## src/rtl/bcd_down_counter_pkg.sv

```systemverilog
// Shared definitions for the two-digit BCD down counter: FSM states,
// the largest BCD digit and the preset clamp helper.
package bcd_down_counter_pkg;

    typedef enum logic [1:0] {
        IDLE  = 2'd0,
        RUN   = 2'd1,
        PAUSE = 2'd2,
        DONE  = 2'd3
    } state_t;

    localparam logic [3:0] BCD_MAX = 4'd9;

    function automatic logic [3:0] bcd_clamp(input logic [3:0] d);
        return (d > BCD_MAX) ? BCD_MAX : d;
    endfunction

endpackage

```

## src/rtl/bcd_digit_dec.sv

```systemverilog
// Single BCD digit decrement: with dec_en high the digit counts down,
// and 0 becomes 9 while raising borrow for the next digit up.
import bcd_down_counter_pkg::*;

module bcd_digit_dec (
    input  logic [3:0] digit,
    input  logic       dec_en,
    output logic [3:0] result,
    output logic       borrow
);

    always_comb begin
        result = digit;
        borrow = 1'b0;
        if (dec_en) begin
            if (digit == 4'd0) begin
                result = BCD_MAX;
                borrow = 1'b1;
            end else begin
                result = digit - 4'd1;
            end
        end
    end

endmodule

```

## src/rtl/bcd_down_counter.sv

```systemverilog
// Two-digit BCD countdown timer with run/pause control and a zero pulse.
// Define BCD_DOWN_RELOAD_EN to reload the last loaded value on reaching 00.
import bcd_down_counter_pkg::*;

module bcd_down_counter #(
    parameter logic [7:0] INIT_VAL = 8'h30
) (
    input  logic       clk_out,
    input  logic       rst_n,
    input  logic       load,
    input  logic [3:0] preset_tens,
    input  logic [3:0] preset_ones,
    input  logic       start_pause,
    output logic [3:0] dig_tens,
    output logic [3:0] dig_ones,
    output logic       running,
    output logic       done,
    output logic       zero_pulse
);

    state_t     state;
    logic [3:0] ones_dec;
    logic [3:0] tens_dec;
    logic       ones_borrow;
    logic       at_zero;
    logic       at_one;

`ifdef BCD_DOWN_RELOAD_EN
    logic [7:0] reload_val;
`endif

    bcd_digit_dec u_ones (
        .digit  (dig_ones),
        .dec_en (1'b1),
        .result (ones_dec),
        .borrow (ones_borrow)
    );

    // A borrow out of the tens digit means the count is already 00.
    bcd_digit_dec u_tens (
        .digit  (dig_tens),
        .dec_en (ones_borrow),
        .result (tens_dec),
        .borrow (at_zero)
    );

    assign at_one = (dig_tens == 4'd0) && (dig_ones == 4'd1);

    always_ff @(posedge clk_out or negedge rst_n) begin
        if (!rst_n) begin
            state      <= IDLE;
            dig_tens   <= INIT_VAL[7:4];
            dig_ones   <= INIT_VAL[3:0];
            running    <= 1'b0;
            done       <= 1'b0;
            zero_pulse <= 1'b0;
`ifdef BCD_DOWN_RELOAD_EN
            reload_val <= INIT_VAL;
`endif
        end else begin
            zero_pulse <= 1'b0;
            if (load) begin
                state    <= IDLE;
                dig_tens <= bcd_clamp(preset_tens);
                dig_ones <= bcd_clamp(preset_ones);
                running  <= 1'b0;
                done     <= 1'b0;
`ifdef BCD_DOWN_RELOAD_EN
                reload_val <= {bcd_clamp(preset_tens), bcd_clamp(preset_ones)};
`endif
            end else begin
                case (state)
                    IDLE: begin
                        if (start_pause && !at_zero) begin
                            state   <= RUN;
                            running <= 1'b1;
                        end
                    end
                    RUN: begin
                        if (start_pause) begin
                            state   <= PAUSE;
                            running <= 1'b0;
                        end else if (at_zero) begin
`ifdef BCD_DOWN_RELOAD_EN
                            dig_tens <= reload_val[7:4];
                            dig_ones <= reload_val[3:0];
`else
                            state   <= DONE;
                            running <= 1'b0;
                            done    <= 1'b1;
`endif
                        end else begin
                            dig_tens <= tens_dec;
                            dig_ones <= ones_dec;
                            if (at_one) begin
                                zero_pulse <= 1'b1;
`ifdef BCD_DOWN_RELOAD_EN
                                if (reload_val == 8'h00) begin
                                    state   <= DONE;
                                    running <= 1'b0;
                                    done    <= 1'b1;
                                end
`else
                                state   <= DONE;
                                running <= 1'b0;
                                done    <= 1'b1;
`endif
                            end
                        end
                    end
                    PAUSE: begin
                        if (start_pause) begin
                            state   <= RUN;
                            running <= 1'b1;
                        end
                    end
                    DONE: begin
                    end
                    default: begin
                        state   <= IDLE;
                        running <= 1'b0;
                        done    <= 1'b0;
                    end
                endcase
            end
        end
    end

endmodule

```

## config.mk

```make
export PLATFORM = sky130hd
export DESIGN_NAME = bcd_down_counter
export DESIGN_NICKNAME = d
export VERILOG_FILES = /design/src/rtl/bcd_down_counter_pkg.sv /design/src/rtl/bcd_digit_dec.sv /design/src/rtl/bcd_down_counter.sv
export SDC_FILE = /design/constraint.sdc
export NUM_CORES = 1
export LEC_CHECK = 0
export BUFFER_PORTS_ARGS = -buffer_cell sky130_fd_sc_hd__buf_2
export CAP_MARGIN = 30
export CORE_ASPECT_RATIO = 0.7
export CORE_MARGIN = 5
export CORE_UTILIZATION = 45
export DETAILED_ROUTE_END_ITERATION = 12
export PLACE_DENSITY_LB_ADDON = 0.08
export SLEW_MARGIN = 10
export SYNTH_ARGS = -nofsm -noshare
export SYNTH_HDL_FRONTEND = slang
export SYNTH_HIERARCHICAL = 1
export SYNTH_SLANG_ARGS = --single-unit
```

## constraint.sdc

```tcl
create_clock -name clk_out -period 5.7 [get_ports clk_out]
set_clock_uncertainty 0.05 [all_clocks]
set_input_delay 0 -clock clk_out [delete_from_list [all_inputs] [get_ports clk_out]]
set_output_delay 0 -clock clk_out [all_outputs]
set_load 0.05 [all_outputs]
```

==> results of run 1 <==
worst max-delay path by stage:
| stage | start | endpoint | slack (ns) | depth (start not counted) |
|---|---|---|---|---|
| after global routing | dig_ones[0]$_DFFE_PN0P_ | dig_ones[1]$_DFFE_PN0P_ | 2.92 | 7 |
| after global placement | dig_ones[0]$_DFFE_PN0P_ | dig_tens[3]$_DFFE_PN0P_ | 3.22 | 7 |
| after detailed placement | dig_ones[0]$_DFFE_PN0P_ | dig_ones[3]$_DFFE_PN0P_ | 3.16 | 7 |
| final | dig_ones[0]$_DFFE_PN0P_ | dig_ones[3]$_DFFE_PN0P_ | 3.12 | 7 |
| after CTS | dig_ones[0]$_DFFE_PN0P_ | dig_ones[3]$_DFFE_PN0P_ | 3.14 | 7 |
| after floorplan | dig_ones[0]$_DFFE_PN0P_ | dig_tens[3]$_DFFE_PN0P_ | 3.14 | 8 |
logic make-up (layout without fill, tap and decap cells):
group | after synthesis | after routing | synth area share
buffers and inverters | 4 | 42 | 0.0270
DFF | 13 | 13 | 0.393
AOI/OAI and AO/OA | 26 | 26 | 0.183
other | 1 | 2 | 0.00449
and+or+nand+nor | 32 | 32 | 0.255
xor gates and xnor gates | 4 | 4 | 0.0420
muxes | 8 | 8 | 0.0960
state kept, by name, indices dropped and copies added, names as in the netlist:
signal and cells:
state 2, dig_ones 4, running 1, dig_tens 4, zero_pulse 1, done 1
worst reg2reg max path: stages (launching register included):
cell,delay [ns]
dfrtp_1,0.42
nand2b_4,0.17
nor4_1,0.51
nand2b_4,0.13
nor4_1,0.65
nor4b_4,0.22
mux2i_1,0.17
a21oi_1,0.18
cell type report:
class	count	area [µm²]
fill	160	677
tap	22	27.5
clock buffer	3	22.5
sequential	13	328
timing repair buffer	36	250
inverter	2	7.51
clock inverter	1	5.00
multi-input combinational	72	488
power by group:
group          switching, W  leakage (nW)  internal, W  total [W]
combinational     0.0000497         0.324    0.0000326  0.0000823
clock             0.0000316        0.0177    0.0000260  0.0000576
sequential        0.0000134         0.161     0.000101   0.000115
metrics by stage:
stage / power (W) / area (µm²)
after detailed placement: 0.000192 / 961
after global placement: 0.000191 / 961
final: 0.000254 / 1130
after global routing: 0.000271 / 1130
after floorplan: 0.000171 / 838
after CTS: 0.000256 / 1130
layer usage:
metal | GRT usage | wire, µm | vias to the layer above
li1 | - | - | 399
met1 | 0.202 | 919 | 347
met2 | 0.249 | 955 | 15
met3 | 0.0538 | 91 | 2
met4 | 0.0466 | 10 | 0
met5 | 0 | 0 | -
placed cells by master (no fill, tap or decap):
master          n
conb_1          2
xor2_1          4
a21oi_1         5
a22oi_1         1
a41o_1          1
o21ai_0         8
nor3b_1         2
nor2b_1         2
nor4_1          3
a211oi_1        1
o21ai_1         6
nor4b_4         1
mux2i_1         8
nand2_1         7
nor3_1          4
a21o_2          2
or4b_1          2
dfstp_2         2
dfrtp_1        11
inv_1           2
nand2b_4        2
clkbuf_4        3
nor2_1          6
buf_2          22
nor4b_1         1
clkinv_2        1
dlygate4sd3_1  14
o21a_1          2
and2b_2         2
==> flow_metrics.py, run 1 <==
metrics = {
    "clock_tree": {
        "post_cts_buffers": 0,
        "htree_levels": 1,
        "cts-resized-gates": 0,
        "cts.path.max_buffers": 2,
        "cts_tree": "done",
        "cts_buffers": 3,
        "clock_sinks": 13,
        "hold_buffers": 14,
        "clk_latency_ns": 0.27,
        "clock-root-buffer": "clkbuf_4",
        "clk_pin_slew_ns": 0.08,
    },
    "yosys": {
        "yosys.area.top_type": "dfrtp_1",
        "synth_top_area_share": 0.330,
        "async_flop_share": 1.00,
        "ys.flop_type": "dfrtp_1",
        "syn_area_um2": 835,
        "synth_common_cells": "11 x dfrtp_1, 8 x mux2i_1, 8 x o21ai_0",
        "yosysMostFrequentCell": "dfrtp_1",
        "synth.area.top_cells": "dfrtp_1 33%, mux2i_1 9.6%, dfstp_2 6.3%",
        "yosys_warnings": 6,
        "avgSynthCellArea_um2": 9.48,
        "ys_seq_area_frac": 0.393,
        "synthCells": 88,
        "synth_edf_count": 0,
        "synth_cell_types": 27,
        "synth_seq_cells": 13,
    },
    "setup_path": {
        "criticalPathCategory": "flip-flop to flip-flop",
        "reg2reg_depth": 7,
        "crit_path_cell_trace": "nand2b_4 -> nor4_1 -> nand2b_4 -> nor4_1 -> nor4b_4 -> mux2i_1 -> a21oi_1",
        "start_kind": "flip-flop",
        "r2r_start": "dig_ones[0]$_DFFE_PN0P_",
        "crit_path_end_kind": "flip-flop",
        "required_ns": 5.85,
        "critPathTopFamily": "simple AND/OR/NAND/NOR gates",
        "r2r-end": "dig_ones[3]$_DFFE_PN0P_",
        "crit_fanout": 10,
        "arrival_ns": 2.73,
        "critical_path_buf_inv_count": 0,
        "max_stage_delay_ns": 0.65,
        "slowest_stage": "nor4_1",
        "rrSetupSlack_ns": 3.12,
    },
    "sta": {
        "hold_viol_final": 0,
        "fin_ws_ns": 3.12,
        "slew_headroom": 0.448,
        "min_period_ns": 2.58,
        "hold_ws_ns": 0.0113,
        "tns_ns": 0,
        "fmax_mhz": 388,
        "grt_setup_unrepaired": "false",
        "slew_viol_final": 0,
        "finalSetupViolCount": 0,
        "worst_pin_slew_ns": 0.820,
        "fin_crit_sh": 0.452,
    },
    "placed_design": {
        "post-dp-hpwl_um": 1340,
        "portBuffers": 22,
        "placed_cells": 131,
        "place_congestion": 0.760,
        "post-place-ws_ns": 3.16,
    },
    "die": {
        "core_area_um2": 1810,
        "die_w_um": 61.5,
        "start_util": 0.462,
        "dieArea_um2": 2830,
        "core.rowCount": 13,
        "die_h_um": 46.0,
        "io_pins": 23,
    },
    "worst_hold_path": {
        "min_path_cells": 2,
        "holdCritPathClass": "input port to flip-flop",
        "min_to": "dig_tens[1]$_DFFE_PN1P_",
        "hp-start": "load",
    },
    "drt": {
        "drc": 0,
        "drt-initial-drc-count": 18,
        "vias_per_cell": 5.12,
        "detail-route-antenna-nets": 0,
        "wire_per_inst_um": 13.3,
        "wirelength_um": 1980,
        "route.vias.total": 763,
        "firstDrtPassIters": 4,
    },
    "global_route": {
        "grt_pass1_wl_um": 3190,
        "grt_pass1_vias": 700,
        "antenna_found_initial": 0,
        "grt_util_all_layers": 0.157,
        "grt.overflow.total": 0,
        "grt_max_degree": 15,
    },
    "finish": {
        "areaGrowthSynthToFinish_pct": 35.2,
        "nets": 140,
        "fin_cells": 149,
        "drive_gt1_frac": 0.276,
        "diodes": 0,
        "final_util": 0.625,
    },
    "power_and_ir_drop": {
        "power_density_nw_per_um2": 225,
        "power.leakage_nw": 0.502,
        "peakVddDrop_v": 0.000176,
    },
    "outcome": {
        "status": "complete, no violations",
    },
    "flow_run": {
        "drv_cap": 0,
    },
}
Power figures use the tool's default switching activity.
==> run 2, diff against run 1 <==
Settings changed: ABC_AREA set to 1.
Clock period 5.7 ns to 2.1 ns, I/O delays scaled along.
==> flow_metrics.py, run 2 <==
metrics = {
    "yosys": {
        "synth_top_area_share": 0.293,
        "syn_area_um2": 938,
        "synth_seq_cells": 13,
        "synth.area.top_cells": "dfrtp_1 29%, nand2_1 22%, inv_1 8.0%",
        "synth_edf_count": 0,
        "avgSynthCellArea_um2": 6.38,
        "synth_cell_types": 24,
        "synth_common_cells": "55 x nand2_1, 20 x inv_1, 11 x dfrtp_1, 11 x nand3_1, 9 x nor2_1",
        "yosysMostFrequentCell": "nand2_1",
        "ys_seq_area_frac": 0.349,
        "yosys_warnings": 6,
        "yosys.area.top_type": "dfrtp_1",
        "async_flop_share": 1.00,
        "ys.flop_type": "dfrtp_1",
        "synthCells": 147,
    },
    "die": {
        "start_util": 0.489,
        "core.rowCount": 13,
        "core_area_um2": 1920,
        "io_pins": 23,
        "die_h_um": 48.2,
        "die_w_um": 64.6,
        "dieArea_um2": 3110,
    },
    "finish": {
        "stdcell_area_um2": 1130,
        "areaGrowthSynthToFinish_pct": 20.8,
        "top_regs": "dig_ones: 4 flops, dig_tens: 4 flops, state: 2 flops",
        "most-common-layout-cells": "54 x nand2_1, 22 x buf_2, 20 x inv_1",
        "drive_gt1_frac": 0.256,
        "nets": 189,
        "final_common_cell": "nand2_1",
        "diodes": 0,
    },
    "setup_path": {
        "crit_path_end_kind": "flip-flop",
        "reg2reg_depth": 12,
        "arrival_ns": 2.00,
        "startpoint": "dig_ones[3]$_DFFE_PN0P_",
        "criticalPathCategory": "flip-flop to flip-flop",
        "start_kind": "flip-flop",
        "r2r-end": "state[1]$_DFFE_PN0P_",
        "required_ns": 2.22,
        "crit_fanout": 6,
        "r2r_start": "dig_ones[3]$_DFFE_PN0P_",
        "rrSetupSlack_ns": 0.22,
    },
    "placed_design": {
        "post-place-ws_ns": 0.193,
        "place_congestion": 0.810,
        "post-dp-hpwl_um": 1850,
        "placed_area_um2": 1060,
        "portBuffers": 22,
    },
    "drt": {
        "vias_per_cell": 4.98,
        "route.vias.total": 986,
        "drc": 0,
        "drt-initial-drc-count": 41,
        "wirelength_um": 2340,
        "firstDrtPassIters": 4,
        "detail-route-antenna-nets": 0,
        "wire_per_inst_um": 11.8,
    },
    "global_route": {
        "top_usage_layer": "met2",
        "grt_util_all_layers": 0.181,
        "use_met3": 0.0599,
        "grt.overflow.total": 0,
        "grt_util_met1": 0.217,
        "grt_pass1_vias": 970,
        "antenna_found_initial": 0,
        "grt_max_degree": 14,
        "grt_pass1_wl_um": 4140,
        "gr-usage-met2": 0.334,
    },
    "clock_tree": {
        "cts.path.max_buffers": 2,
        "clock_sinks": 13,
        "cts_tree": "done",
        "cts_buffers": 3,
        "clk_pin_slew_ns": 0.08,
        "htree_levels": 1,
        "clk_latency_ns": 0.28,
        "clock-root-buffer": "clkbuf_4",
    },
    "sta": {
        "fmax_mhz": 533,
        "fin_ws_ns": 0.223,
        "fin_crit_sh": 0.894,
        "min_period_ns": 1.88,
        "grt_setup_unrepaired": "false",
        "slew_viol_final": 0,
        "hold_viol_final": 0,
        "tns_ns": 0,
        "finalSetupViolCount": 0,
    },
    "worst_hold_path": {
        "holdCritPathClass": "input port to flip-flop",
        "min_path_cells": 5,
        "hp-start": "preset_tens[1]",
        "min_to": "dig_tens[1]$_DFFE_PN1P_",
    },
    "outcome": {
        "status": "complete, no violations",
    },
    "power_and_ir_drop": {
        "pwr-share-clk": 0.117,
        "p_sw_w": 0.000721,
        "seqPwrFrac": 0.324,
        "power.leakage_nw": 0.639,
        "internal_power_w": 0.000623,
        "p_sw_frac": 0.536,
        "p_comb_frac": 0.559,
        "peakVddDrop_v": 0.000524,
        "power_density_nw_per_um2": 1190,
    },
    "flow_run": {
        "drv_cap": 0,
    },
}
[run 2: cell count changes in the layout (fill, tap and decap cells not counted), sizes merged, moves of 3 or more]
cell         previous run  this run
nand3                   0        13
dlygate4sd3            14         3
nor2                    6        12
nand2                   7        56
inv                     2        27
o21ai                  14        11
mux2i                   8         0
nor4                    3         0
nor3                    4         1
[run 2: worst max path at each step]
stage | to | slack, ns | cells past startpoint
after global routing | state[1]$_DFFE_PN0P_ | 0.0003 | 12
after CTS | dig_ones[3]$_DFFE_PN0P_ | 0.16 | 11
after floorplan | dig_ones[2]$_DFFE_PN0P_ | 0.16 | 11
after global placement | dig_tens[3]$_DFFE_PN0P_ | 0.28 | 11
after detailed placement | state[0]$_DFFE_PN0P_ | 0.19 | 12
final | state[1]$_DFFE_PN0P_ | 0.22 | 12
[run 2: logic make-up after synthesis]
logic type,Yosys count,synth area share
buffers and inverters,30,0.133
AOI/OAI and AO/OA,17,0.103
other,1,0.00400
xor gates and xnor gates,2,0.0187
and+or+nand+nor,84,0.392
DFF,13,0.349
[run 2: worst max-delay path, stage by stage, from the launching register on]
cell and delay [ns]:
dfrtp_1 0.43, nor2_2 0.16, inv_2 0.06, nor2_4 0.18
nand3_2 0.13, nor2_4 0.15, inv_1 0.08, nand2_2 0.12
nor2_2 0.06, nand2_1 0.14, nand2_1 0.09, nand2_1 0.06
nand2_1 0.05
[run 2: final cells by class]
| class | instances | area [µm²] |
|---|---|---|
| flip-flops and latches | 13 | 329 |
| clock buffers | 4 | 26.3 |
| fillers | 208 | 786 |
| well taps | 22 | 27.5 |
| inverters | 27 | 101 |
| multi-input cells | 107 | 509 |
| repair buffers | 25 | 140 |
[run 2: through the flow]
stage | hold WS (ns) | std cells | util | total power (W)
after floorplan | -0.346 | 150 | - | 0.00101
after global placement | -0.144 | 191 | 0.554 | 0.00115
after detailed placement | -0.136 | 191 | 0.554 | 0.00117
after CTS | 0.00514 | 198 | 0.583 | 0.00133
after global routing | 0.0196 | 198 | 0.591 | 0.00146
final | 0.00954 | 198 | 0.591 | 0.00134
[run 2: per-layer routing]
metal | wire [µm] | vias to the layer above
met5 | 0 | -
met4 | 10 | 0
met3 | 122 | 2
met2 | 1080 | 26
met1 | 1130 | 448
li1 | - | 510
[run 2: timing repair]
item                       in CTS  in global routing
setup endpoints to repair       0                  8
setup buffers                   0                  0
hold endpoints to repair       15                  0
hold buffers                    3                  0
gates resized for setup         0                  4
[run 2: power by group through the flow]
stage / logic [W] / clock network, W / registers (W)
floorplan: 0.000389 / 0 / 0.000617
global placement: 0.000721 / 0 / 0.000430
detailed placement: 0.000733 / 0 / 0.000435
CTS: 0.000741 / 0.000162 / 0.000431
global route: 0.000832 / 0.000180 / 0.000449
finish: 0.000752 / 0.000158 / 0.000435
==> run 3, diff against run 2 <==
Clock period 2.1 ns to 1.6 ns, I/O delays scaled along.
==> flow_metrics.py, run 3 (synthesis gave the netlist of run 2 again) <==
metrics = {
    "sta": {
        "hold_viol_final": 0,
        "grt_setup_unrepaired": "true",
        "fin_crit_sh": 0.982,
        "fmax_mhz": 637,
        "slew_viol_final": 0,
        "hold_ws_ns": 0.00633,
        "finalSetupViolCount": 0,
        "min_period_ns": 1.57,
    },
    "power_and_ir_drop": {
        "seqPwrFrac": 0.274,
        "p_comb_frac": 0.625,
        "p_total_w": 0.00198,
        "power_density_nw_per_um2": 1490,
        "pwr-share-clk": 0.101,
        "power.leakage_nw": 0.732,
        "p_sw_frac": 0.506,
        "p_sw_w": 0.00100,
        "internal_power_w": 0.000977,
        "peakVddDrop_v": 0.000689,
    },
    "global_route": {
        "antenna_found_initial": 0,
        "grt_pass1_vias": 893,
        "grt_max_degree": 14,
        "grt_util_all_layers": 0.171,
        "grt.overflow.total": 0,
        "grt_pass1_wl_um": 3960,
    },
    "clock_tree": {
        "clock-root-buffer": "clkbuf_4",
        "clk_pin_slew_ns": 0.08,
        "clock_sinks": 13,
        "cts_buffers": 3,
        "htree_levels": 1,
        "clk_latency_ns": 0.27,
        "cts_tree": "done",
        "cts.path.max_buffers": 2,
    },
    "finish": {
        "drive_gt1_frac": 0.402,
        "diodes": 0,
        "final_common_cell": "nand2_1",
        "final.fill_count": 161,
        "top_regs": "dig_ones: 4 flops, dig_tens: 4 flops, state: 2 flops",
        "nets": 207,
        "most-common-layout-cells": "49 x nand2_1, 22 x buf_2, 17 x inv_1",
        "areaGrowthSynthToFinish_pct": 41.2,
    },
    "drt": {
        "route.vias.total": 1036,
        "drt-initial-drc-count": 28,
        "detail-route-antenna-nets": 0,
        "wirelength_um": 2530,
        "drc": 0,
        "vias_per_cell": 4.80,
        "firstDrtPassIters": 4,
        "wire_per_inst_um": 11.7,
    },
    "placed_design": {
        "place_congestion": 0.790,
        "post-dp-hpwl_um": 1890,
        "portBuffers": 22,
    },
    "die": {
        "io_pins": 23,
        "die_h_um": 48.2,
        "start_util": 0.489,
        "core.rowCount": 13,
        "core_area_um2": 1920,
        "dieArea_um2": 3110,
        "die_w_um": 64.6,
    },
    "setup_path": {
        "crit_path_cell_trace": "inv_2 -> nand3_4 -> nor2_4 -> nand3_2 -> nor2_4 -> inv_2 -> nand2_4 -> o21ai_4 -> buf_6 -> nand2_2 -> o21ai_2",
        "crit_fanout": 5,
        "crit_path_end_kind": "flip-flop",
        "max_stage_delay_ns": 0.41,
        "criticalPathCategory": "flip-flop to flip-flop",
        "required_ns": 1.71,
        "start_kind": "flip-flop",
        "critical_path_buf_inv_count": 3,
        "arrival_ns": 1.69,
        "critPathTopFamily": "simple AND/OR/NAND/NOR gates",
        "slowest_stage": "dfrtp_2",
    },
    "worst_hold_path": {
        "holdCritPathClass": "input port to flip-flop",
    },
    "outcome": {
        "status": "complete, no violations",
    },
    "flow_run": {
        "drv_cap": 0,
    },
}
[run 3: changes by cell type in the layout (fill, tap and decap cells not counted), sizes merged]
| cell | before | now |
|---|---|---|
| buf | 22 | 40 |
[run 3: per-stage QoR]
step / util / cell area, µm² / cells / setup slack [ns] / setup TNS, ns
final: 0.690 / 1330 / 216 / 0.0296 / 0
after global routing: 0.690 / 1330 / 216 / -0.0812 / -0.469
after CTS: 0.643 / 1230 / 211 / 0.0181 / 0
after detailed placement: 0.614 / 1180 / 204 / 0.0244 / 0
after global placement: 0.614 / 1180 / 204 / 0.0698 / 0
after floorplan: - / 967 / 150 / -0.158 / -1.45
[run 3: path summary, 6_finish.rpt]
| kind | endpoint | cells after the start | slack, ns | startpoint |
|---|---|---|---|---|
| hold / removal | dig_tens[0]$_DFFE_PN1P_ | 5 | 0.006 | preset_tens[0] |
| setup reg to reg | dig_ones[2]$_DFFE_PN0P_ | 11 | 0.03 | dig_ones[0]$_DFFE_PN0P_ |
| setup / recovery | dig_ones[2]$_DFFE_PN0P_ | 11 | 0.03 | dig_ones[0]$_DFFE_PN0P_ |
| min in group asynchronous | dig_ones[1]$_DFFE_PN0P_ | 2 | 0.09 | rst_n |
| hold reg to reg | done$_DFFE_PN0P_ | 2 | 0.45 | done$_DFFE_PN0P_ |
| max in group asynchronous | dig_tens[1]$_DFFE_PN1P_ | 2 | 1.12 | rst_n |
[run 3: tightest hold or removal path, stage by stage]
cell	delay, ns
buf_2	0.08
nand2_1	0.04
nand3_1	0.07
nand2_1	0.04
o21ai_0	0.06
[run 3: repair_timing]
item                                    4_1_cts  5_1_grt
setup buffers                                 0        5
gates resized for setup                       0       15
hold buffers                                  3        0
endpoints found under the setup margin        0       10
hold endpoints to repair                     15        0
[run 3: power groups by stage]
stage / Sequential (W) / Clock, W / Combinational [W]
2_1_floorplan: 0.000821 / 0 / 0.000528
5_1_grt: 0.000557 / 0.000233 / 0.00135
3_5_place_dp: 0.000545 / 0 / 0.00112
6_report: 0.000541 / 0.000199 / 0.00124
4_1_cts: 0.000540 / 0.000210 / 0.00113
3_3_place_gp: 0.000545 / 0 / 0.00111
[run 3: final cells by class]
cell class / count / area (µm²) / area share
Tap cell: 22 / 27.5 / 0.0208
Clock buffer: 4 / 26.3 / 0.0198
Inverter: 27 / 101 / 0.0765
Timing Repair Buffer: 43 / 287 / 0.216
Multi-Input combinational cell: 107 / 551 / 0.415
Sequential cell: 13 / 333 / 0.251
[run 3: metal layers]
layer,wire [µm],up-vias,GRT usage,share of wire
li1,-,543,-,-
met3,143,4,0.0622,0.057
met1,1150,464,0.207,0.45
met4,29,0,0.0252,0.011
met2,1210,25,0.307,0.48
met5,0,-,0,0
